==> config.mk <==
export PLATFORM = sky130hd
export DESIGN_NAME = mem_port_arbiter
export DESIGN_NICKNAME = d
export VERILOG_FILES = /design/src/rtl/mem_port_arbiter.sv
export SDC_FILE = /design/constraint.sdc
export NUM_CORES = 1
export LEC_CHECK = 0
export ABC_AREA = 1
export BUFFER_PORTS_ARGS = -buffer_cell sky130_fd_sc_hd__clkbuf_2
export CORE_AREA = 3 3 92 94
export CTS_CLUSTER_DIAMETER = 50
export DETAILED_ROUTE_END_ITERATION = 10
export DIE_AREA = 0 0 95 97
export GPL_TIMING_DRIVEN = 0
export PLACE_DENSITY_LB_ADDON = 0.1
export SLEW_MARGIN = 30
export SYNTH_ARGS = -nofsm -noshare
export SYNTH_HDL_FRONTEND = slang
export SYNTH_SLANG_ARGS = --single-unit
==> constraint.sdc <==
create_clock -name clk -period 2.72 [get_ports clk]
set_input_delay 0.272 -clock clk [delete_from_list [all_inputs] [get_ports clk]]
set_output_delay 0.272 -clock clk [all_outputs]
set_load 0.01 [all_outputs]
==> src/rtl/mem_port_arbiter.sv <==
// rtl/mem_port_arbiter.sv - shared memory port arbiter between instruction fetch and data memory
// Round-robin, one outstanding transaction, fixed read latency, single response pulse per grant.
module mem_port_arbiter #(
  parameter int WIDTH   = 32,
  parameter int MEM_LAT = 2
) (
  input  logic             clk,
  input  logic             reset,
  input  logic             if_req,
  input  logic [WIDTH-1:0] if_addr,
  output logic             if_gnt,
  output logic             if_rvalid,
  input  logic             dm_req,
  input  logic             dm_we,
  input  logic [WIDTH-1:0] dm_addr,
  input  logic [WIDTH-1:0] dm_wdata,
  output logic             dm_gnt,
  output logic             dm_rvalid,
  output logic [WIDTH-1:0] rdata,
  output logic             sel,
  output logic             mem_en,
  output logic             mem_we,
  output logic [WIDTH-1:0] mem_addr,
  output logic [WIDTH-1:0] mem_wdata,
  input  logic [WIDTH-1:0] mem_rdata,
  output logic             busy
);

  typedef enum logic [1:0] {S_IDLE, S_WAIT, S_RESP} state_t;

  localparam logic [3:0] LAT = 4'(MEM_LAT);

  state_t     state, state_nxt;
  logic [3:0] cnt;
  logic       owner;
  logic       last_owner;
  logic       txn_we;
  logic       winner;
  logic       grant;

  // On a tie the requester that did not own the previous transaction wins.
  assign winner = (if_req & dm_req) ? ~last_owner : dm_req;
  // Gated by reset so nothing is granted while the block is held in reset.
  assign grant  = (state == S_IDLE) & (if_req | dm_req) & reset;

  always_ff @(posedge clk or negedge reset) begin
    if (!reset) begin
      state <= S_IDLE;
    end else begin
      state <= state_nxt;
    end
  end

  always_comb begin
    state_nxt = state;
    case (state)
      S_IDLE:  if (grant) state_nxt = S_WAIT;
      S_WAIT:  if (cnt == LAT) state_nxt = S_RESP;
      S_RESP:  state_nxt = S_IDLE;
      default: state_nxt = S_IDLE;
    endcase
  end

  always_ff @(posedge clk or negedge reset) begin
    if (!reset) begin
      cnt        <= '0;
      owner      <= 1'b0;
      last_owner <= 1'b1;
      txn_we     <= 1'b0;
      rdata      <= '0;
    end else begin
      case (state)
        S_IDLE: begin
          if (grant) begin
            cnt        <= 4'd1;
            owner      <= winner;
            last_owner <= winner;
            txn_we     <= winner & dm_we;
          end
        end
        S_WAIT: begin
          cnt <= cnt + 4'd1;
          // Stores only need the ack; the shared read register keeps its last load.
          if (cnt == LAT && !txn_we) rdata <= mem_rdata;
        end
        default: cnt <= '0;
      endcase
    end
  end

  always_comb begin
    if_gnt    = grant & ~winner;
    dm_gnt    = grant & winner;
    mem_en    = grant;
    mem_we    = grant & winner & dm_we;
    sel       = grant ? winner : owner;
    if_rvalid = (state == S_RESP) & ~owner;
    dm_rvalid = (state == S_RESP) & owner;
    busy      = (state != S_IDLE);
    mem_addr  = sel ? dm_addr : if_addr;
    mem_wdata = dm_wdata;
  end

endmodule

==> run_results.csv <==
group,metric,value,unit
outcome,outcome,"complete, but fails checks",
outcome,violations_in_the_final_reports,"hold timing",
logic_synthesis,ys_seq_area_share,39.4,%
routing,drt_pre_antenna_iters,4,
clock_tree,tritoncts,"yes",
floorplan,fp-row-count,32,
worst_setup_path,worstPathRequired,2.45,ns
floorplan,die_w,95,µm
final_layout,antenna_cells_inserted,0,
placed_design,place_area,3760,µm²
placed_design,io_buffers,204,
clock_tree,post-cts-setup-buffer-count,0,
clock_tree,post_cts_resized,0,
placed_design,place_congestion,0.847,
pwr,leakage,2.44,nW
final_layout,postLayoutCoreUtil,50.1,%
clock_tree,clkTransAtPathRegs,0.08,ns
pwr,seq_power_share,30.6,%
logic_synthesis,synth_compound_area_share,7.39,%
sta,finalWorstPathRequiredPeriod,2.09,ns
global_routing,wire_length_of_the_first_global_routing_pass,13200,µm
sta,hold_viol,1,
routing,avgRoutedWirePerCell,12.7,µm
logic_synthesis,synth-xor-area-share,0.672,%
routing,post_drt_via_cell_ratio,4.35,
pwr,power.share.combinational,55.6,%
sta,report.final.slew_viol_count,0,
logic_synthesis,post_synthesis_mean_instance_area,7.71,µm²
pwr,totalPowerFinal,3.67,mW
final_layout,finalInstanceArea,3870,µm²
logic_synthesis,ys_ff_latch,41,
routing,vias,2838,
logic_synthesis,yosys_most_used_dff,"sky130_fd_sc_hd__dfrtp_1",
worst_setup_path,criticalPathCategory,"in2out",
logic_synthesis,synthAdderAreaFrac,0.960,%
clock_tree,cts.sinks,41,
logic_synthesis,synth_cells,338,
final_layout,area_delta_synth_final,48.6,%
pwr,sw_power,1.57,mW
final_layout,final_nets,684,
clock_tree,insertion_delay,0.29,ns
global_routing,grt_remaining_overflow,0,
sta,max_slew_margin,59.8,%
floorplan,die_h,97,µm
clock_tree,cts-hold-fix-buffers,0,
logic_synthesis,synth.lib_cells_used.distinct,28,
worst_setup_path,critical_path_sink_type,"primary output",
flow_run,maximum_capacitance_violations,0,
clock_tree,clock_tree.buffer_depth,2,
logic_synthesis,synth_nets,473,
placed_design,detailedPlacementHpwl,6750,µm
sta,setup_viol,0,
floorplan,design.core.area,7730,µm²
logic_synthesis,async_sr_flop_fraction,100,%
routing,postRouteWirelength,8260,µm
logic_synthesis,synth.area.mux_share,0,%
sta,fin_setup_tns,0,ns
sta,finalHoldWorstSlack,-0.00180,ns
floorplan,start_util,33.7,%
clock_tree,htree_levels,2,
sta,timing_worst_slew_pin_value,0.603,ns
logic_synthesis,synth_top_family_by_area,"simple AND/OR/NAND/NOR gates",
sta,min_period_over_period,76.7,%
pwr,sw_frac_of_total,42.8,%
worst_setup_path,cp-start-kind,"primary input",
global_routing,via_count_of_the_first_global_routing_pass,2754,
worst_setup_path,worst_endpoint_data_arrival_time,1.81,ns
pwr,ir_worst_vdd,511,µV
sta,maxClockFrequency,0.479,GHz
placed_design,dp_worst_setup_slack,0.564,ns
floorplan,die_area,9220,µm²
worst_setup_path,cp-startpoint,"reset",
worst_setup_path,worst-path-max-fanout,43,
routing,drt_iter0_markers,72,
pwr,power_density,947,nW/µm²
global_routing,initial_antenna_violation_count,0,
worst_setup_path,regToRegStartpoint,"cnt[0]",
logic_synthesis,syn_std_cell_area,2610,µm²
sta,skew,0.00809,ns
logic_synthesis,ys.warnings.count,0,
logic_synthesis,synth_simple_gate_area_share,29.8,%
global_routing,grt_start_max_net_pins,44,
routing,postRouteAntennaNets,0,
pwr,internal_power,2.10,mW
clock_tree,cts.root.buffer_cell,"sky130_fd_sc_hd__clkbuf_8",
floorplan,ioPinCount,237,
pwr,share_of_total_power_in_the_clock_network,13.8,%
global_routing,grt_usage,17.7,%
final_layout,drive_gt1_share,50.2,%
final_layout,num-fill-cells,820,
worst_hold_path,worstHoldPathType,"in2async",
sta,setup_repair_after_global_routing_missed_its_margin,"no",
clock_tree,tritoncts_buffers,5,
sta,setup_slack,0.634,ns
routing,post-route-drc-count,0,
logic_synthesis,synth-edff-count,0,
## power by group through the flow
stage	clock (mW)	sequential (mW)	combinational (mW)
6_report	0.506	1.12	2.04
5_1_grt	0.550	1.17	2.30
4_1_cts	0.525	1.12	2.08
3_5_place_dp	0	1.13	2.08
3_3_place_gp	0	1.12	2.05
2_1_floorplan	0	1.22	1.15
## worst max-delay path, cell delays in order
cell,delay (ns)
sky130_fd_sc_hd__clkbuf_4,0.50
sky130_fd_sc_hd__inv_1,0.11
sky130_fd_sc_hd__nor2_2,0.18
sky130_fd_sc_hd__nand3_2,0.15
sky130_fd_sc_hd__clkbuf_1,0.26
sky130_fd_sc_hd__nand3_1,0.13
sky130_fd_sc_hd__nand2_1,0.06
sky130_fd_sc_hd__clkbuf_2,0.14
## worst paths after layout
kind                                endpoint  slack (ns)  depth (start not counted)
worst max-delay path            mem_addr[21]        0.63                          8
worst max register to register     rdata[31]        1.14                          8
worst min-delay path               rdata[15]      -0.002                          1
max in group asynchronous           state[0]        2.30                          1
min in group clk                   rdata[13]        0.19                          3
worst min register to register    last_owner        0.47                          2
## layout make-up
| type | count | area, µm² | share of cell area, % |
|---|---|---|---|
| timing repair buffer | 204 | 1020 | 26.4 |
| clock inverter | 1 | 30.0 | 0.775 |
| multi-input combinational | 199 | 1010 | 26.1 |
| clock buffer | 7 | 86.3 | 2.23 |
| sequential | 41 | 1030 | 26.5 |
| tap | 102 | 128 | 3.29 |
| buffer | 51 | 390 | 10.1 |
| inverter | 47 | 176 | 4.55 |
## flip-flops by register name, summed over array words and instances, names as in the netlist
register,flops
txn_we,1
cnt,4
last_owner,1
owner,1
rdata,32
state,2
## metal layers
metal  track usage [%]  vias up  routed length (µm)
met4              4.44        0                  81
li1                  -     1463                   -
met5                 0        -                   0
met1              22.4     1244                3390
met2              30.1      122                4110
met3              4.12        9                 677
## synth_stat cells, types with 3 or more instances
cell / count / area, µm²
sky130_fd_sc_hd__nand3_1: 64 / 320
sky130_fd_sc_hd__buf_2: 7 / 35.0
sky130_fd_sc_hd__o21ai_0: 14 / 70.1
sky130_fd_sc_hd__inv_1: 46 / 173
sky130_fd_sc_hd__o21ai_1: 23 / 115
sky130_fd_sc_hd__nor2_1: 3 / 11.3
sky130_fd_sc_hd__nand2_1: 74 / 278
sky130_fd_sc_hd__buf_4: 33 / 248
sky130_fd_sc_hd__buf_6: 7 / 78.8
sky130_fd_sc_hd__dfrtp_1: 40 / 1000
sky130_fd_sc_hd__nand3_2: 6 / 60.1
sky130_fd_sc_hd__nor3_1: 3 / 15.0
## cell usage in the layout (no fill, tap or decap), types with 2 or more instances in the layout
cell type / synthesis / final
sky130_fd_sc_hd__buf_2: 7 / 7
sky130_fd_sc_hd__o21ai_0: 14 / 14
sky130_fd_sc_hd__nand3_2: 6 / 6
sky130_fd_sc_hd__nor2_1: 3 / 3
sky130_fd_sc_hd__nor3_1: 3 / 3
sky130_fd_sc_hd__buf_4: 33 / 33
sky130_fd_sc_hd__dfrtp_1: 40 / 40
sky130_fd_sc_hd__clkbuf_2: 2 / 205
sky130_fd_sc_hd__clkbuf_8: 0 / 6
sky130_fd_sc_hd__nand2_1: 74 / 74
sky130_fd_sc_hd__o21ai_1: 23 / 23
sky130_fd_sc_hd__clkbuf_1: 1 / 2
sky130_fd_sc_hd__ha_1: 2 / 2
sky130_fd_sc_hd__inv_1: 46 / 46
sky130_fd_sc_hd__nand3_1: 64 / 64
sky130_fd_sc_hd__buf_6: 7 / 7
## cell families (layout without fill, tap and decap cells)
group                    Yosys count  count (layout)
buffers and inverters             98             310
XOR/XNOR                           2               2
adder cells (fa/ha/maj)            2               2
flip-flops                        41              41
AO/OA/AOI/OAI                     38              38
AND/OR/NAND/NOR                  157             157
## metrics by stage
stage	instances	hold WS, ns
2_1_floorplan	338	-0.0236
3_3_place_gp	644	0.462
3_5_place_dp	644	0.351
4_1_cts	652	0.0231
5_1_grt	652	0.0464
6_report	652	-0.00180
Note: power is estimated with default switching activity, not from simulation.
